$ cat src/rtl/perf_event_collector.sv
// Per-event counters with a snapshot-and-stream readout; define PERF_SATURATE_EN to saturate instead of wrap.
// First beat is valid the cycle after dump_req_i, one beat per cycle; out_ready_i low holds the current beat.
module perf_event_collector #(
  parameter int EVENT_NUM = 8,
  parameter int CNT_WIDTH = 32
) (
  input  logic                         clk,
  input  logic                         rst,
  input  logic [EVENT_NUM-1:0]         event_i,
  input  logic                         clear_i,
  input  logic                         dump_req_i,
  output logic                         dump_busy_o,
  output logic                         out_valid_o,
  input  logic                         out_ready_i,
  output logic [$clog2(EVENT_NUM)-1:0] out_id_o,
  output logic [CNT_WIDTH-1:0]         out_data_o,
  output logic                         out_last_o
);
  localparam int IDW = $clog2(EVENT_NUM);
  localparam logic [IDW-1:0] LAST_IDX = IDW'(EVENT_NUM - 1);

  typedef enum logic {IDLE, STREAM} state_t;

  state_t               state;
  state_t               state_nxt;
  logic [IDW-1:0]       idx;
  logic [CNT_WIDTH-1:0] live_cnt [EVENT_NUM];
  logic [CNT_WIDTH-1:0] snap_cnt [EVENT_NUM];
  logic                 start;
  logic                 beat_done;

  assign start     = (state == IDLE) && dump_req_i;
  assign beat_done = (state == STREAM) && out_ready_i;

  always_ff @(posedge clk or negedge rst) begin
    if (!rst) state <= IDLE;
    else      state <= state_nxt;
  end

  always_comb begin
    state_nxt = state;
    case (state)
      IDLE:    if (dump_req_i) state_nxt = STREAM;
      STREAM:  if (out_ready_i && (idx == LAST_IDX)) state_nxt = IDLE;
      default: state_nxt = IDLE;
    endcase
  end

  always_ff @(posedge clk or negedge rst) begin
    if (!rst) begin
      idx <= '0;
    end else if (start) begin
      idx <= '0;
    end else if (beat_done) begin
      idx <= (idx == LAST_IDX) ? '0 : idx + IDW'(1);
    end
  end

  // Non-blocking capture takes the pre-edge live values, so same-edge clear/events never leak in.
  always_ff @(posedge clk or negedge rst) begin
    if (!rst) begin
      for (int k = 0; k < EVENT_NUM; k++) snap_cnt[k] <= '0;
    end else if (start) begin
      for (int k = 0; k < EVENT_NUM; k++) snap_cnt[k] <= live_cnt[k];
    end
  end

  always_ff @(posedge clk or negedge rst) begin
    if (!rst) begin
      for (int k = 0; k < EVENT_NUM; k++) live_cnt[k] <= '0;
    end else begin
      for (int k = 0; k < EVENT_NUM; k++) begin
        if (clear_i) begin
          live_cnt[k] <= '0;
        end else if (event_i[k]) begin
`ifdef PERF_SATURATE_EN
          if (live_cnt[k] != '1) live_cnt[k] <= live_cnt[k] + CNT_WIDTH'(1);
`else
          live_cnt[k] <= live_cnt[k] + CNT_WIDTH'(1);
`endif
        end
      end
    end
  end

  // Valid/busy come straight off the state flop; ready only steers next state.
  assign out_valid_o = (state == STREAM);
  assign dump_busy_o = (state == STREAM);
  assign out_last_o  = (state == STREAM) && (idx == LAST_IDX);
  assign out_id_o    = idx;
  assign out_data_o  = snap_cnt[idx];

endmodule

$ cat config.mk
export PLATFORM = sky130hd
export DESIGN_NAME = perf_event_collector
export DESIGN_NICKNAME = d
export VERILOG_FILES = /design/src/rtl/perf_event_collector.sv
export SDC_FILE = /design/constraint.sdc
export NUM_CORES = 1
export LEC_CHECK = 0
export ABC_AREA = 1
export CAP_MARGIN = 10
export CORE_UTILIZATION = 35
export DETAILED_ROUTE_END_ITERATION = 12
export HOLD_SLACK_MARGIN = 0.06
export PLACE_DENSITY = 0.57
export SLEW_MARGIN = 20
export SYNTH_ARGS = -nofsm -noshare
export SYNTH_HDL_FRONTEND = slang
export SYNTH_SLANG_ARGS = --single-unit
$ cat constraint.sdc
create_clock -name clk -period 2.8 [get_ports clk]
set_input_delay 0.56 -clock clk [delete_from_list [all_inputs] [get_ports clk]]
set_output_delay 0.56 -clock clk [all_outputs]
set_load 0.02 [all_outputs]
==> reports/summary.log <==
[logic_synthesis] count of mapped cells out of synthesis 3261
[layout] Syn-to-layout area delta 17.3%
[grt] number of global-route vias before repair 20700
[logic_synthesis] YS warnings 0
[floorplanning] number of rows in the core area 100
[floorplanning] height of the chip 277 um
[sta] final slew viol count 0
[drt] total vias in the final route 22300
[run_status] status finished, violations left
[sta] RSZ-0062 raised after global routing true
[grt] GRT Overall Usage 21.2%
[critical_path] R2R depth 6
[sta] post-route clock period utilization 101%
[floorplanning] starting density of the core 35.5%
[place] worst slack, placed 0.179 ns
[critical_path] endpoint of the worst setup timing path out_data_o[13]
[critical_path] CP Launch Type flip-flop
[grt] fraction of met2 tracks used by global routing 30.6%
[critical_path] Worst Setup SP out_id_o[0]$_DFFE_PN0P_
[drt] Routed wire per std cell 18.8 um
[sta] shortest clock period the worst path allows after layout 2.82 ns
[place] Placed Instances 4241
[critical_path] startpoint-to-endpoint class of the critical path flip-flop to primary output
[run] number of maximum-capacitance constraint violations 0
[floorplanning] top-level port count 51
[critical_path] worst flop-to-flop path endpoint out_id_o[0]$_DFFE_PN0P_
[sta] Worst slew margin 59.8%
[power_and_ir_drop] worst voltage drop across the vdd grid 446 uV
[critical_path] arrival time worst endpoint 2.26 ns
[critical_path] required time reported for the critical path endpoint 2.24 ns
[sta] actual slew at the worst max-slew pin 0.601 ns
[layout] final layout net count 3372
[clock_tree] CTS root buffer sky130_fd_sc_hd__clkbuf_16
[critical_path] maximum fanout along the worst path 17
[drt] drt via density 5.11
[drt] wirelength, routed 82000 um
[logic_synthesis] Seq/Total Area, Yosys 48.6%
[clock_tree] number of clock buffers inserted by TritonCTS 58
[logic_synthesis] number of library cell types mapped by synthesis 38
[sta] Post-Route Hold Slack 0.385 ns
[drt] Initial DRC Count 2192
[grt] busiest metal layer after global routing met1
[sta] maximum clock frequency 355 MHz
[drt] post-route ant nets 0
[sta] final worst clock skew 0.0269 ns
[logic_synthesis] ys flop type sky130_fd_sc_hd__dfrtp_1
[clock_tree] number of buffers between clock root and the deepest sink 3
[clock_tree] CTS tree built
[place] post-detail-place hpwl 60100 um
[grt] met3 track demand over resource 5.75%
[floorplanning] Die Wd 277 um
[sta] setup slack of the critical path after layout -0.0191 ns
[sta] Final Hold Fails 0
[power_and_ir_drop] power density cells 711 nW/um2
[grt] initial antenna violation count 2
[grt] global-route wire length before repair 126000 um
[logic_synthesis] fraction of synthesis flops using an asynchronous set or reset pin 100%
[drt] number of detailed-routing iterations run before antenna repair 7
[floorplanning] Die Outline Area 77000 um2
[clock_tree] clock-pin slew on the worst setup and hold paths 0.06 ns
[critical_path] startpoint of the most critical register-to-register path out_id_o[0]$_DFFE_PN0P_
[critical_path] reg2reg setup slack 1.00 ns
[logic_synthesis] count of flip-flops with a built-in enable after synthesis 0
[drt] Residual DRC 0
[clock_tree] number of clock sinks 516
[worst_hold_path] min-delay worst type primary input to flip-flop
[grt] fraction of met1 tracks used by global routing 30.9%
[layout] final core utilization 41.6%
[logic_synthesis] summed instance area of the synthesized netlist 26600 um2
[logic_synthesis] Synthesized Nets 3284
[power_and_ir_drop] leakage power summed over all cells 14.0 nW
[clock_tree] latest clock arrival within the worst-skew pair 0.63 ns
[layout] cell area after layout 31200 um2
[logic_synthesis] Synth Area per Inst 8.14 um2
[layout] fraction of final layout cells with drive strength greater than 1 16.0%
[layout] non-filler instance count after layout 4365
[clock_tree] Clock H-tree levels 2
[grt] maximum number of pins on one net before global-route repair 68
[sta] Final Setup Violations 2
[grt] total congestion overflow after global routing 0
[place] placed standard-cell area 28500 um2
[logic_synthesis] synthesized flop and latch total 516
[place] weighted congestion reported at the end of routability-driven placement 0.881
[critical_path] capturing element type of the critical path primary output
[floorplanning] core outline area 74800 um2
[run_status] violations in the final reports setup timing
[place] number of input and output port buffers inserted 50
## power by group
group	leakage, nW	switching (mW)	total, mW	internal (mW)
registers	7.15	0.442	8.31	7.87
logic	5.81	3.37	5.71	2.34
clock network	1.01	3.23	8.13	4.90
total	14.0	7.04	22.2	15.1
## how the worst min path moves through the flow
stage	cells past startpoint	slack [ns]	from	end
3_5_place_dp	2	0.47	snap_cnt[111]$_DFFE_PN0P_	snap_cnt[111]$_DFFE_PN0P_
3_3_place_gp	2	0.46	snap_cnt[101]$_DFFE_PN0P_	snap_cnt[101]$_DFFE_PN0P_
4_1_cts	4	0.36	clear_i	live_cnt[213]$_DFFE_PN0P_
5_1_grt	4	0.41	clear_i	live_cnt[213]$_DFFE_PN0P_
2_1_floorplan	0	0.26	rst	dump_busy_o$_DFF_PN0_
6_report	4	0.38	clear_i	live_cnt[213]$_DFFE_PN0P_
## state kept, by name, summed over array words and instances (netlist names)
name	cells
live_cnt	256
snap_cnt	256
out_id_o	3
dump_busy_o	1
## logic make-up after synthesis
| logic type | share of synthesized area (%) |
|---|---|
| compound gates | 10.6 |
| fa+ha+maj | 0.471 |
| buf+inv | 5.76 |
| flops | 48.6 |
| mux | 8.18 |
| simple gates | 26.4 |
## layer usage
metal  wire length [um]  vias to the layer above
met4               1940                        0
met3               6540                      106
met1              38900                    10700
li1                   -                    10900
met2              34500                      646
met5                  0                        -
## synthesized netlist by cell type, types with 28 or more instances
cell	instances	area (um2)
sky130_fd_sc_hd__inv_1	243	912
sky130_fd_sc_hd__clkbuf_1	43	161
sky130_fd_sc_hd__nand3_1	149	746
sky130_fd_sc_hd__nand2_2	28	175
sky130_fd_sc_hd__dfrtp_1	516	12900
sky130_fd_sc_hd__mux2_2	136	1530
sky130_fd_sc_hd__nor2_4	36	405
sky130_fd_sc_hd__nor2_2	32	200
sky130_fd_sc_hd__o21ai_0	249	1250
sky130_fd_sc_hd__nand2_1	785	2950
sky130_fd_sc_hd__mux2i_1	64	641
sky130_fd_sc_hd__a21oi_1	177	886
sky130_fd_sc_hd__nand4_1	30	188
sky130_fd_sc_hd__o22ai_1	66	413
sky130_fd_sc_hd__nor2_1	514	1930
## placed cells by master (no fill, tap or decap), types with 30 or more instances in the layout
cell / count
sky130_fd_sc_hd__dfrtp_1: 514
sky130_fd_sc_hd__nand3_1: 149
sky130_fd_sc_hd__mux2i_1: 43
sky130_fd_sc_hd__nor2_4: 36
sky130_fd_sc_hd__o22ai_1: 54
sky130_fd_sc_hd__o21ai_1: 48
sky130_fd_sc_hd__nor2_2: 33
sky130_fd_sc_hd__o21ai_0: 212
sky130_fd_sc_hd__inv_1: 241
sky130_fd_sc_hd__nand2_1: 765
sky130_fd_sc_hd__nor2_1: 513
sky130_fd_sc_hd__mux2_2: 136
sky130_fd_sc_hd__clkbuf_16: 61
sky130_fd_sc_hd__a21oi_1: 177
sky130_fd_sc_hd__nand2_2: 47
sky130_fd_sc_hd__nand4_1: 30
sky130_fd_sc_hd__buf_4: 66
## through the flow
step / total power, mW / TNS [ns]
after floorplan: 11.1 / 0
after global placement: 13.1 / 0
after detailed placement: 13.1 / 0
after CTS: 21.7 / -0.600
after global routing: 23.0 / -0.533
final: 22.2 / -0.0235
## what timing repair did
item,CTS,global route
setup endpoints to repair,34,34
pin swaps,8,19
hold buffers,1,0
resized for setup,203,96
hold endpoints to repair,40,0
buffers inserted,6,5
gates cloned,4,2
## cell type report
cell class	instances	area, um2
repair buffers	141	1640
inverters	253	967
multi-input cells	2379	12400
diodes	1	2.50
fillers	7528	43700
flip-flops and latches	516	12900
clock inverters	32	402
clock buffers	74	1620
well taps	969	1210
## worst max-delay path, stage by stage, from the launching register on
cell,delay [ns]
sky130_fd_sc_hd__dfrtp_4,0.49
sky130_fd_sc_hd__buf_6,0.15
sky130_fd_sc_hd__bufbuf_16,0.30
sky130_fd_sc_hd__mux2i_2,0.16
sky130_fd_sc_hd__buf_4,0.16
sky130_fd_sc_hd__o22ai_2,0.09
sky130_fd_sc_hd__nand2_1,0.08
sky130_fd_sc_hd__nand2_2,0.08
sky130_fd_sc_hd__buf_6,0.12
No activity file was read; power rests on OpenSTA's default activity.
